==> config.mk <==
export PLATFORM = sky130hd
export DESIGN_NAME = instr_sequencer
export DESIGN_NICKNAME = d
export VERILOG_FILES = /design/src/rtl/instr_sequencer_pkg.sv /design/src/rtl/instr_sequencer_prog_buffer.sv /design/src/rtl/instr_sequencer.sv
export SDC_FILE = /design/constraint.sdc
export NUM_CORES = 1
export LEC_CHECK = 0
export CAP_MARGIN = 20
export CORE_UTILIZATION = 30
export DETAILED_ROUTE_END_ITERATION = 10
export HOLD_SLACK_MARGIN = 0.05
export PLACE_DENSITY = 0.49
export SLEW_MARGIN = 0
export SYNTH_ARGS = -nofsm -noshare
export SYNTH_HDL_FRONTEND = slang
export SYNTH_SLANG_ARGS = --single-unit
export TNS_END_PERCENT = 20
==> constraint.sdc <==
create_clock -name clk -period 5.27 [get_ports clk]
set_input_delay 1.054 -clock clk [delete_from_list [all_inputs] [get_ports clk]]
set_output_delay 1.054 -clock clk [all_outputs]
set_load 0.03 [all_outputs]
==> src/rtl/instr_sequencer_pkg.sv <==
`default_nettype none
// ============================================================================
// Module      : instr_sequencer_pkg
// Description : Shared opcodes, instruction field positions and sequencer
//               state encoding for the sequencer and the compute unit.
// Revision    : 1.0 - initial release
// ============================================================================
package instr_sequencer_pkg;

    localparam logic [3:0] C_OP_NOP  = 4'h0;
    localparam logic [3:0] C_OP_ADD  = 4'h1;
    localparam logic [3:0] C_OP_SUB  = 4'h2;
    localparam logic [3:0] C_OP_AND  = 4'h3;
    localparam logic [3:0] C_OP_OR   = 4'h4;
    localparam logic [3:0] C_OP_SHL  = 4'h5;
    localparam logic [3:0] C_OP_SHR  = 4'h6;
    localparam logic [3:0] C_OP_XOR  = 4'h7;
    localparam logic [3:0] C_OP_HALT = 4'hF;

    // Instruction layout: {opcode, tgt, src0, src1}
    localparam int C_OPC_MSB  = 15;
    localparam int C_OPC_LSB  = 12;
    localparam int C_TGT_MSB  = 11;
    localparam int C_TGT_LSB  = 8;
    localparam int C_SRC0_MSB = 7;
    localparam int C_SRC0_LSB = 4;
    localparam int C_SRC1_MSB = 3;
    localparam int C_SRC1_LSB = 0;

    typedef enum logic [1:0] {
        ST_IDLE = 2'd0,
        ST_RUN  = 2'd1,
        ST_DONE = 2'd2
    } seq_state_t;

    function automatic logic [3:0] instr_opcode(input logic [15:0] instr);
        return instr[C_OPC_MSB:C_OPC_LSB];
    endfunction

endpackage : instr_sequencer_pkg
`default_nettype wire

==> src/rtl/instr_sequencer_prog_buffer.sv <==
`default_nettype none
// ============================================================================
// Module      : prog_buffer
// Description : Assembles byte pairs into 16-bit instructions and writes them
//               into the program memory; tracks length and overflow.
// Revision    : 1.0 - initial release
// ============================================================================
module prog_buffer #(
    parameter int DEPTH = 16,
    localparam int AW   = $clog2(DEPTH)
) (
    input  logic          clk,
    input  logic          rst,
    input  logic [7:0]    i_byte,
    input  logic          i_byte_valid,
    input  logic          i_clear,
    input  logic          i_drop_partial,
    input  logic [AW-1:0] i_rd_addr,
    output logic [15:0]   o_rd_data,
    output logic [AW:0]   o_prog_len,
    output logic          o_overflow
);

    localparam logic [AW:0] C_FULL = (AW+1)'(DEPTH);
    localparam logic [AW:0] C_ONE  = {{AW{1'b0}}, 1'b1};

    logic [15:0] mem [DEPTH];

    logic [7:0]  hi_q, hi_d;
    logic        phase_q, phase_d;
    logic        overflow_q, overflow_d;
    logic [AW:0] prog_len_q, prog_len_d;
    logic        w_wr_en;
    logic        w_full;

    assign w_full = (prog_len_q == C_FULL);

    always_comb begin
        hi_d       = hi_q;
        phase_d    = phase_q;
        overflow_d = overflow_q;
        prog_len_d = prog_len_q;
        w_wr_en    = 1'b0;
        if (i_clear) begin
            phase_d    = 1'b0;
            overflow_d = 1'b0;
            prog_len_d = '0;
        end else if (i_drop_partial) begin
            phase_d = 1'b0;
        end else if (i_byte_valid) begin
            if (w_full) begin
                overflow_d = 1'b1;
            end else if (!phase_q) begin
                hi_d    = i_byte;
                phase_d = 1'b1;
            end else begin
                w_wr_en    = 1'b1;
                prog_len_d = prog_len_q + C_ONE;
                phase_d    = 1'b0;
            end
        end
    end

    always_ff @(posedge clk) begin
        if (rst) begin
            hi_q       <= '0;
            phase_q    <= 1'b0;
            overflow_q <= 1'b0;
            prog_len_q <= '0;
        end else begin
            hi_q       <= hi_d;
            phase_q    <= phase_d;
            overflow_q <= overflow_d;
            prog_len_q <= prog_len_d;
        end
    end

    // Storage is deliberately not reset; a zero length hides stale entries.
    always_ff @(posedge clk) begin
        if (w_wr_en) begin
            mem[prog_len_q[AW-1:0]] <= {hi_q, i_byte};
        end
    end

    assign o_rd_data  = mem[i_rd_addr];
    assign o_prog_len = prog_len_q;
    assign o_overflow = overflow_q;

endmodule : prog_buffer
`default_nettype wire

==> src/rtl/instr_sequencer.sv <==
`default_nettype none
// ============================================================================
// Module      : instr_sequencer
// Description : Loads a byte-serial program and issues it downstream over a
//               valid/ready handshake, with halt, loop and abort control.
// Revision    : 1.0 - initial release
// ============================================================================
module instr_sequencer
    import instr_sequencer_pkg::*;
#(
    parameter int DEPTH = 16
) (
    input  logic                   clk,
    input  logic                   rst,
    input  logic [7:0]             byte_in,
    input  logic                   byte_valid,
    input  logic                   start,
    input  logic                   clear,
    input  logic                   abort,
    input  logic                   loop_en,
    output logic [15:0]            instr_out,
    output logic                   instr_valid,
    input  logic                   instr_ready,
    output logic                   busy,
    output logic                   done,
    output logic                   overflow,
    output logic [$clog2(DEPTH):0] prog_len
);

    localparam int          AW    = $clog2(DEPTH);
    localparam logic [AW:0] C_ONE = {{AW{1'b0}}, 1'b1};

    seq_state_t    state_q, state_d;
    logic [AW-1:0] pc_q, pc_d;
    logic          busy_q, busy_d;
    logic          done_q, done_d;

    logic          w_idle;
    logic          w_run;
    logic          w_clear;
    logic          w_start_go;
    logic          w_load;
    logic          w_halt;
    logic          w_xfer;
    logic          w_last;
    logic [15:0]   w_rd_data;

    assign w_idle  = (state_q == ST_IDLE);
    assign w_run   = (state_q == ST_RUN);
    // clear outranks start, start outranks a same-cycle load byte
    assign w_clear    = w_idle & clear;
    assign w_start_go = w_idle & ~clear & start & (prog_len != '0);
    assign w_load     = w_idle & ~clear & ~start & byte_valid;

    prog_buffer #(
        .DEPTH (DEPTH)
    ) u_prog_buffer (
        .clk            (clk),
        .rst            (rst),
        .i_byte         (byte_in),
        .i_byte_valid   (w_load),
        .i_clear        (w_clear),
        .i_drop_partial (w_start_go),
        .i_rd_addr      (pc_q),
        .o_rd_data      (w_rd_data),
        .o_prog_len     (prog_len),
        .o_overflow     (overflow)
    );

    assign w_halt      = (instr_opcode(w_rd_data) == C_OP_HALT);
    assign instr_valid = w_run & ~w_halt;
    assign instr_out   = w_run ? w_rd_data : 16'h0000;
    assign w_xfer      = instr_valid & instr_ready;
    assign w_last      = ({1'b0, pc_q} == (prog_len - C_ONE));

    always_comb begin
        state_d = state_q;
        pc_d    = pc_q;
        case (state_q)
            ST_IDLE: begin
                if (w_start_go) begin
                    state_d = ST_RUN;
                    pc_d    = '0;
                end
            end
            ST_RUN: begin
                if (abort) begin
                    state_d = ST_IDLE;
                    pc_d    = '0;
                end else if (w_halt) begin
                    state_d = ST_DONE;
                    pc_d    = '0;
                end else if (w_xfer) begin
                    if (!w_last) begin
                        pc_d = pc_q + 1'b1;
                    end else begin
                        pc_d = '0;
                        if (!loop_en) begin
                            state_d = ST_DONE;
                        end
                    end
                end
            end
            ST_DONE: begin
                state_d = ST_IDLE;
            end
            default: begin
                state_d = ST_IDLE;
                pc_d    = '0;
            end
        endcase
        busy_d = (state_d == ST_RUN);
        done_d = (state_d == ST_DONE);
    end

    always_ff @(posedge clk) begin
        if (rst) begin
            state_q <= ST_IDLE;
            pc_q    <= '0;
            busy_q  <= 1'b0;
            done_q  <= 1'b0;
        end else begin
            state_q <= state_d;
            pc_q    <= pc_d;
            busy_q  <= busy_d;
            done_q  <= done_d;
        end
    end

    assign busy = busy_q;
    assign done = done_q;

endmodule : instr_sequencer
`default_nettype wire
After elaboration in Yosys (flattened, before gate mapping):

Memories as Yosys holds them, arrays and structs flattened. A register that Yosys moved wholly into a read port is not among the register bits.
Cells that the tools add are included.

* output and inout bits: 25
* word-level logic and storage cells: 70
* memories kept: 1
* register bits after elaboration: 23
* bits of input ports: 16
* memory bits (writable): 256

* muxes and demuxes: 24
* reductions and logical operators: 9
* bitwise logic cells: 16
* add/sub/neg operators: 3
* eq/ne operators: 9

Memory list
* u_prog_buffer.mem: depth 16, bits a word 16, read ports 1, clocked after memory_dff 1, wr ports 1, RTL line instr_sequencer_prog_buffer.sv:27 `logic [15:0] mem [DEPTH];`

Operators by type and width (count)
* 2-to-1 mux 4 bit: 7
* 2-to-1 mux 16 bit: 1
* 2-to-1 mux 2 bit: 6
* case mux 4 bit (3 select lines): 1
* AND 1 bit: 8
* 2-to-1 mux 1 bit: 8
* NOT 1 bit: 8
* AND reduction 3 bit: 2
* adder 5 x 1 -> 5 bit, second input constant: 1
* == test 4 x 5 -> 1 bit: 1
* == test 5 bit, second input constant: 1
* AND reduction 5 bit: 1
* nonzero test 5 bit: 1
* subtractor 5 x 1 -> 5 bit, second input constant: 1
* adder 4 x 1 -> 4 bit, second input constant: 1
* == test 2 x 1 -> 1 bit, second input constant: 2
* == test 2 bit, second input constant: 2
* == test 4 bit, second input constant: 1
* inequality test 4 x 2 -> 1 bit, second input constant: 1
* case mux 2 bit (2 select lines): 1
* AND reduction 4 bit: 1
* OR reduction 3 bit: 1
* logical NOT 2 bit: 1
* inequality test 2 x 1 -> 1 bit, second input constant: 1
* other kinds (2): 2

Logic depth before layout (Yosys ltp):

Gate-level depths: netlist (run 1).

* depth after elaboration: 10
* mapped depth: 9
* mapped depth without buffers: 9

Cells and area by module:

A second synthesis (run 1) with hierarchy kept.

* cells, all modules: 585
* area total of the unflattened synthesis: 11187.0 µm²

By module, submodules not included
* prog_buffer: area each 10527.6 µm², sequential area each 7987.7 µm², cells an instance 504, times used 1
* instr_sequencer: area each 659.4 µm², sequential area each 160.2 µm², cells an instance 81, times used 1

Worst setup path before layout (run 1):

No wires, ideal clock.

* path type: register to register
* from: register u_prog_buffer.prog_len_q[0], in the netlist u_prog_buffer.o_prog_len[0]
* to: memory u_prog_buffer.mem[3][0] (enable)
* cell stages (with the launch flop): 8
* required time: 4.861 ns
* path buffers: 0
* library setup time: 0.409 ns
* slack: 1.754 ns
* data arrival time: 3.106 ns
* period minus slack after synthesis: 3.516 ns
* path through: dfxtp_1 -> inv_1 -> ha_1 -> nor4bb_1 -> nand4b_1 -> nor2_1 -> nand2_1 -> nor3_1

* word-level cells in the longest chain between the ends: 7
* elaborated cells on any way between the ends: 9
* those cells by class: 1 x eq/ne; 6 x mux; 1 x bitwise; 1 x reduce/logical

RTL lines
* start, declared: RTL line instr_sequencer_prog_buffer.sv:32 `logic [AW:0] prog_len_q, prog_len_d;`
* start signal, assigned: RTL line instr_sequencer_prog_buffer.sv:74 `prog_len_q <= prog_len_d;`
* == test 5 bit: RTL line instr_sequencer_prog_buffer.sv:36 `assign w_full = (prog_len_q == C_FULL);`
* 2-to-1 mux 1 bit: RTL line instr_sequencer_prog_buffer.sv:51 `if (w_full) begin`
* 2-to-1 mux 1 bit: RTL line instr_sequencer_prog_buffer.sv:50 `end else if (i_byte_valid) begin`
* 2-to-1 mux 1 bit: RTL line instr_sequencer_prog_buffer.sv:48 `end else if (i_drop_partial) begin`
* 2-to-1 mux 1 bit: RTL line instr_sequencer_prog_buffer.sv:44 `if (i_clear) begin`
* 2-to-1 mux 1 bit: RTL line instr_sequencer_prog_buffer.sv:80 `if (w_wr_en) begin`
* 2-to-1 mux 1 bit (not written as such): RTL line instr_sequencer_prog_buffer.sv:81 `mem[prog_len_q[AW-1:0]] <= {hi_q, i_byte};`
* end, declared: RTL line instr_sequencer_prog_buffer.sv:27

Several ways; a longest one is shown, not always the timed one.

==> impl_metrics.tcl, run 1 <==
set metrics [dict create \
    cpPeakStageDelay_ns 0.71 \
    die_y_um 193 \
    required_ns 4.22 \
    cts_tree "done" \
    ir_drop_v 0.000262 \
    slew_headroom_pct 36.8 \
    fin_crit_ns 4.60 \
    vias 5281 \
    vias_per_cell 4.84 \
    pin_count 41 \
    cp_top_family "buffers and inverters" \
    violations "design-rule violations" \
    crit_buf_inv 2 \
    critPathKind "flip-flop to output pin" \
    synth_top_flop_cell "edfxtp_1" \
    layout.nets 628 \
    area_delta_synth_final_pct 18.9 \
    postCtsHoldBufs 0 \
    nFillCells 3234 \
    dp_cells 1036 \
    path_clk_slew_ns 0.06 \
    postCtsSetupRepairBufs 0 \
    p_total_mw 4.52 \
    ys_top_cells_by_area "edfxtp_1, mux4_2, dfxtp_1, nor2_1, nor2b_1" \
    worst_pin_slew_ns 0.946 \
    clockRootBuffer "clkbuf_16" \
    syn_inst 535 \
    maxCapViolCount 0 \
    fmax_ghz 0.217 \
    fin_skew_ns 0.0126 \
    gp_congestion 0.737 \
    p_per_area_nw_per_um2 346 \
    synth-edff-count 256 \
    critPathLaunchType "flip-flop" \
    drt_iter0_drc 386 \
    cts_resized 0 \
    min_path_type "flip-flop to flip-flop" \
    n_antenna_cell 0 \
    ant_nets 0 \
    die_x_um 193 \
    grt_max_degree 30 \
    syn-mean-instance-area_um2 20.5 \
    multi_input_comb_area_um2 2680 \
    async_flop_share_pct 0 \
    final_layout_size_suffix_gt1_share_pct 26.3 \
    cts_buffers 30 \
    antenna_found_initial 0 \
    clock_latency_ns 0.55 \
    power_leakage_nw 3.80 \
    syn_area_um2 11000 \
    crit_path_end_kind "output pin" \
    yosysTopAreaCellShare_pct 69.9 \
    track_usage_pct 13.4 \
    htreeDepth 1 \
    grt_pass1_vias 5752 \
    setup_viol 0 \
    hold_violations 0 \
    worstPathMaxFanout 25 \
    overflow 0 \
    dp_hpwl_um 14700 \
    row_count 69 \
    dr.pass1.iters 8 \
    seq_area_um2 8230 \
    ys_warn_count 0 \
    route.detailed.drc 4 \
    outcome "complete, but fails checks" \
    worstPathCellList "buf_4 -> mux4_2 -> nand2_1 -> nand3_1 -> nand4_2 -> nor2b_1 -> clkdlybuf4s50_1" \
    arrival_ns 3.55 \
    wirelength_um 24600 \
    synth_cell_types 41 \
    ys_seq_area_share_pct 74.9 \
    cts_sinks 283 \
    die_area_um2 37400 \
    tns_ns 0 \
    initial_core_util_pct 30.7 \
    grt_pass1_wl_um 37200 \
    fin_ws_ns 0.667 \
    yosysMostFrequentCell "edfxtp_1" \
    synthTopCellsByCount "edfxtp_1, mux4_2, nor2_1, dfxtp_1, nor2b_1" \
    synth_top_cell_by_area "edfxtp_1" \
    portBuffers 40 \
    ys_ff_latch 283 \
    cpMaxStageDelayCell "dfxtp_4" \
    core_area_um2 35800 \
    wl_per_cell_um 22.5 \
    instances_no_fill 1092 \
    final_util_pct 36.5 \
    pre_cts_ws_ns 1.15 \
    finalMaxSlewViolations 0 \
    synth_fp_nets 556 \
    cts_buffer_depth 3 \
    period_share_pct 87.3 \
    rsz0062_at_grt "no" \
]
## layout by cell type, fill, tap and decap left out, types with 5 or more instances in the layout
| cell | count |
|---|---|
| nor2_1 | 24 |
| inv_1 | 5 |
| nor2b_1 | 16 |
| edfxtp_1 | 256 |
| nor2_2 | 12 |
| xnor2_1 | 8 |
| nor3_1 | 7 |
| buf_4 | 22 |
| clkbuf_16 | 31 |
| nand3_1 | 8 |
| clkbuf_1 | 14 |
| nand2_1 | 11 |
| a31oi_1 | 6 |
| mux4_2 | 76 |
| clkbuf_8 | 6 |
| ha_1 | 5 |
| mux2i_1 | 9 |
| dfxtp_1 | 25 |
| clkdlybuf4s50_1 | 40 |
## worst min-delay path, stage by stage, from the launching register on
cell,delay [ns]
dfxtp_1,0.33
a41oi_1,0.05
nor2_1,0.07
## where the power goes
| group | leakage [nW] | switching, mW | internal (mW) |
|---|---|---|---|
| Sequential | 2.40 | 0.00911 | 2.44 |
| Combinational | 0.942 | 0.0252 | 0.0152 |
| Clock | 0.465 | 0.817 | 1.21 |
## worst paths after layout
kind / startpoint / endpoint / slack [ns] / cells after the start
worst max-delay path: flip-flop / instr_valid / 0.67 / 7
worst min-delay path: u_prog_buffer.o_overflow / u_prog_buffer.o_overflow / 0.49 / 2
worst max register to register: u_prog_buffer.o_prog_len[0] / u_prog_buffer.mem[9][3] / 1.91 / 8
worst min register to register: u_prog_buffer.o_overflow / u_prog_buffer.o_overflow / 0.49 / 2
## through the flow
stage / instance area [um^2] / hold slack [ns]
6_report: 13100 / 0.487
5_1_grt: 13100 / 0.556
4_1_cts: 13100 / 0.490
3_5_place_dp: 12100 / 0.464
3_3_place_gp: 12100 / 0.460
2_1_floorplan: 11000 / 0.519
## flip-flops by register name, summed over array words and instances (netlist names), named ones only
register / count
u_prog_buffer.o_prog_len: 5
u_prog_buffer.mem: 256
u_prog_buffer.hi_q: 8
pc_q: 4
state_q: 2
u_prog_buffer.phase_q: 1
u_prog_buffer.o_overflow: 1
done: 1
busy: 1
## area by class of cell
| cell class | instances | area share (%) |
|---|---|---|
| clock buffer | 51 | 6.97 |
| clock inverter | 5 | 0.393 |
| inverter | 5 | 0.144 |
| multi-input combinational | 223 | 20.5 |
| sequential | 283 | 63.0 |
| tap | 461 | 4.42 |
| timing repair buffer | 64 | 4.57 |
## layer usage
metal  wire, um  up-vias  global-route usage [%]
met5          0        -                       0
met4        443        0                    3.08
met3        856       30                    1.71
met2      12000      106                    22.3
met1      11200     2810                    18.6
li1           -     2335                       -
## logic make-up after synthesis
group / synth area share, %
compound gates: 1.42
xor+xnor: 0.956
fa+ha+maj: 0.569
mux: 16.4
simple gates: 4.55
flops: 74.9
buf+inv: 1.24
Power figures use the tool's default switching activity.
==> run 2: changes to the inputs <==
- GPL_TIMING_DRIVEN: unset -> 0
==> impl_metrics.tcl, run 2 (synthesis gave the netlist of run 1 again) <==
set metrics [dict create \
    final_util_pct 37.2 \
    fin_ws_ns 0.191 \
    area_delta_synth_final_pct 21.3 \
    die_x_um 193 \
    holdPathEnd "u_prog_buffer.o_overflow" \
    tns_ns 0 \
    reg2reg_slack_ns 1.75 \
    path_clk_slew_ns 0.06 \
    overflow 0 \
    outcome "complete, but fails checks" \
    maxCapViolCount 0 \
    die_area_um2 37400 \
    n_antenna_cell 0 \
    p_per_area_nw_per_um2 342 \
    hold_violations 0 \
    cts_buffers 30 \
    portBuffers 39 \
    final_layout_size_suffix_gt1_share_pct 27.4 \
    worstHoldStart "u_prog_buffer.o_overflow" \
    period_share_pct 96.4 \
    violations "design-rule violations" \
    dpl-instance-area_um2 12300 \
    nFillCells 3236 \
    cts_resized 0 \
    setup_viol 0 \
    final_common_cell "edfxtp_1" \
    pre_cts_ws_ns 0.134 \
    dr.pass1.iters 10 \
    antenna_found_initial 0 \
    pin_count 41 \
    core_area_um2 35800 \
    rsz0062_at_grt "no" \
    r2r_end "u_prog_buffer.mem[3][0]" \
    die_y_um 193 \
    initial_core_util_pct 30.7 \
    grt_pass1_wl_um 38100 \
    worst_pin_slew_ns 1.04 \
    layout.nets 650 \
    ant_nets 0 \
    drt_iter0_drc 491 \
    vias 5500 \
    largest_reg_flops 256 \
    arrival_ns 4.03 \
    clockRootBuffer "clkbuf_16" \
    slew_headroom_pct 30.7 \
    fin_area_um2 13300 \
    required_ns 4.22 \
    critPathLaunchType "flip-flop" \
    row_count 69 \
    cts_tree "done" \
    grt_pass1_vias 5799 \
    wl_per_cell_um 22.7 \
    cts_sinks 283 \
    holdWs_ns 0.494 \
    r2r_start "u_prog_buffer.o_prog_len[0]" \
    wirelength_um 25300 \
    gp_congestion 0.724 \
    fmax_ghz 0.197 \
    crit_path_end_kind "output pin" \
    power_leakage_nw 3.92 \
    clock_latency_ns 0.54 \
    ir_drop_v 0.000220 \
    fin_crit_ns 5.08 \
    finalMaxSlewViolations 0 \
    fin_skew_ns 0.00625 \
    route.detailed.drc 2 \
    track_usage_pct 13.8 \
    cts_buffer_depth 3 \
    final_cell_mix "edfxtp_1, mux4_2, clkdlybuf4s50_1" \
    worstPathMaxFanout 19 \
    htreeDepth 1 \
    dp_hpwl_um 17300 \
    vias_per_cell 4.94 \
    reg2reg_depth 9 \
    holdPathStages 2 \
    grt_max_degree 20 \
    min_path_type "flip-flop to flip-flop" \
    critPathKind "flip-flop to output pin" \
]
## run 2: layout make-up
class                   count  area (um^2)  area share [%]
clock inverters            17          138            1.03
multi-input cells         223         2680            20.1
well taps                 461          577            4.33
inverters                   5         18.8           0.141
flip-flops and latches    283         8230            61.7
repair buffers             63          736            5.52
clock buffers              39          847            6.35
plain buffers              23          114           0.854
## run 2: worst max-delay path, cell delays in order, from the launching register on
cell	delay (ns)
dfxtp_1	0.30
buf_2	0.28
buf_4	0.37
clkbuf_1	0.81
mux4_2	0.43
mux4_2	0.50
nor2b_1	0.16
clkdlybuf4s50_1	0.63
## run 2: per-layer routing
metal / GRT usage, % / vias to the layer above / share of wire [%]
li1: - / 2398 / -
met4: 3.23 / 0 / 1.6
met2: 22.8 / 137 / 49
met1: 19.5 / 2932 / 46
met5: 0 / - / 0
met3: 1.83 / 33 / 4.0
## run 2: what timing repair did
item                                    4_1_cts  5_1_grt
buffers inserted                              0        0
endpoints found under the setup margin       12        0
hold buffers                                  0        0
## run 2: through the flow
step | total power, mW | cells
5_1_grt | 4.70 | 1114
4_1_cts | 4.60 | 1112
3_3_place_gp | 2.53 | 1035
6_report | 4.56 | 1114
3_5_place_dp | 2.54 | 1057
2_1_floorplan | 2.50 | 535
## run 2: how the worst max path moves through the flow
| stage | to | depth (start not counted) |
|---|---|---|
| floorplan | u_prog_buffer.mem[3][0] | 7 |
| detailed placement | instr_out[10] | 8 |
| global placement | u_prog_buffer.mem[3][0] | 6 |
| finish | instr_out[10] | 7 |
| global route | instr_out[10] | 7 |
| CTS | instr_out[10] | 7 |
## run 2: power breakdown
group / switching [mW] / internal, mW
logic: 0.0259 / 0.0149
clock network: 0.845 / 1.23
registers: 0.00922 / 2.44
total: 0.880 / 3.68
==> run 3: changes to the inputs <==
- SETUP_SLACK_MARGIN: unset -> 0.4
==> impl_metrics.tcl, run 3 (synthesis gave the netlist of run 1 again) <==
set metrics [dict create \
    cts_buffers 30 \
    die_area_um2 37400 \
    final_common_cell "edfxtp_1" \
    row_count 69 \
    pre_cts_ws_ns 0.134 \
    outcome "complete, but fails checks" \
    htreeDepth 1 \
    rsz0062_at_grt "yes" \
    hold_violations 0 \
    fin_area_um2 13400 \
    overflow 0 \
    clock_latency_ns 0.54 \
    vias_per_cell 4.94 \
    p_per_area_nw_per_um2 342 \
    power_leakage_nw 3.95 \
    n_antenna_cell 0 \
    dr.pass1.iters 10 \
    fin_skew_ns 0.00722 \
    arrival_ns 3.70 \
    critPathLaunchType "flip-flop" \
    fin_ws_ns 0.520 \
    ir_drop_v 0.000220 \
    portBuffers 39 \
    finalMaxSlewViolations 0 \
    worst_pin_slew_ns 0.977 \
    slew_headroom_pct 34.9 \
    worstPathCellList "buf_2 -> buf_4 -> clkbuf_4 -> clkbuf_4 -> mux4_2 -> mux4_2 -> nor2b_1 -> clkdlybuf4s50_1" \
    r2r_start "u_prog_buffer.o_prog_len[0]" \
    maxCapViolCount 0 \
    final_util_pct 37.3 \
    dpl-instance-area_um2 12300 \
    required_ns 4.22 \
    largest_reg_flops 256 \
    period_share_pct 90.1 \
    wirelength_um 25400 \
    wl_per_cell_um 22.8 \
    die_x_um 193 \
    postCtsHoldBufs 0 \
    core_area_um2 35800 \
    gp_congestion 0.724 \
    cts_sinks 283 \
    critPathKind "flip-flop to output pin" \
    antenna_found_initial 0 \
    area_delta_synth_final_pct 21.6 \
    fmax_ghz 0.211 \
    drt_iter0_drc 523 \
    dp_hpwl_um 17300 \
    crit_path_end_kind "output pin" \
    grt_max_degree 18 \
    cts_tree "done" \
    grt_pass1_vias 5808 \
    worstPathMaxFanout 10 \
    initial_core_util_pct 30.7 \
    worstHoldStart "u_prog_buffer.o_overflow" \
    path_clk_slew_ns 0.06 \
    clockRootBuffer "clkbuf_16" \
    final_layout_size_suffix_gt1_share_pct 28.3 \
    ant_nets 0 \
    layout.nets 650 \
    cpMaxStageDelayCell "clkdlybuf4s50_1" \
    setup_viol 0 \
    cpPeakStageDelay_ns 0.63 \
    route.detailed.drc 2 \
    vias 5498 \
    pin_count 41 \
    track_usage_pct 13.9 \
    final_cell_mix "edfxtp_1, mux4_2, clkdlybuf4s50_1" \
    min_path_type "flip-flop to flip-flop" \
    violations "design-rule violations" \
    cts_buffer_depth 3 \
    fin_crit_ns 4.75 \
    die_y_um 193 \
    grt_pass1_wl_um 38200 \
]
==> run 3: power breakdown <==
part | switching, mW | total [mW] | internal (mW)
Sequential | 0.00923 | 2.45 | 2.44
Combinational | 0.0256 | 0.0406 | 0.0149
Clock | 0.846 | 2.07 | 1.23
==> run 3: final timing paths <==
| path | endpoint | slack [ns] | cells after the start |
|---|---|---|---|
| min reg2reg | u_prog_buffer.o_overflow | 0.49 | 2 |
| max | instr_out[10] | 0.52 | 8 |
| min | u_prog_buffer.o_overflow | 0.49 | 2 |
| max reg2reg | u_prog_buffer.mem[3][0] | 1.74 | 9 |
==> run 3: final cells by class <==
cell class	count	area [um^2]
fill	3234	22500
sequential	283	8230
multi-input combinational	223	2680
clock buffer	39	847
timing repair buffer	62	724
tap	461	577
buffer	24	150
clock inverter	17	138
inverter	5	18.8
==> run 3: repair_timing <==
action / CTS / global route
gates resized for setup: 13 / 7
setup buffers: 0 / 0
endpoints found under the setup margin: 12 / 12
pin swaps: 0 / 0
==> run 3: layer usage <==
| layer | wire length (um) | track usage, % | vias up |
|---|---|---|---|
| met4 | 414 | 3.23 | 0 |
| met5 | 0 | 0 | - |
| met3 | 781 | 1.83 | 33 |
| met1 | 11800 | 19.6 | 2950 |
| li1 | - | - | 2397 |
| met2 | 12400 | 22.9 | 118 |
==> run 3: per-stage QoR <==
stage | total power, mW | TNS (ns) | hold slack (ns) | cells
final | 4.56 | 0 | 0.494 | 1114
after global placement | 2.53 | -20.36 | 0.459 | 1035
after detailed placement | 2.54 | 0 | 0.478 | 1057
after floorplan | 2.50 | 0 | 0.519 | 535
after CTS | 4.60 | 0 | 0.506 | 1113
after global routing | 4.70 | 0 | 0.521 | 1114
==> run 3: critical path: cells and delay by family, from the launching register on <==
family	cells	cell delay, ns
flip-flops	1	0.30
AND/OR/NAND/NOR	1	0.16
multiplexers	2	0.87
buffers and inverters	5	1.80
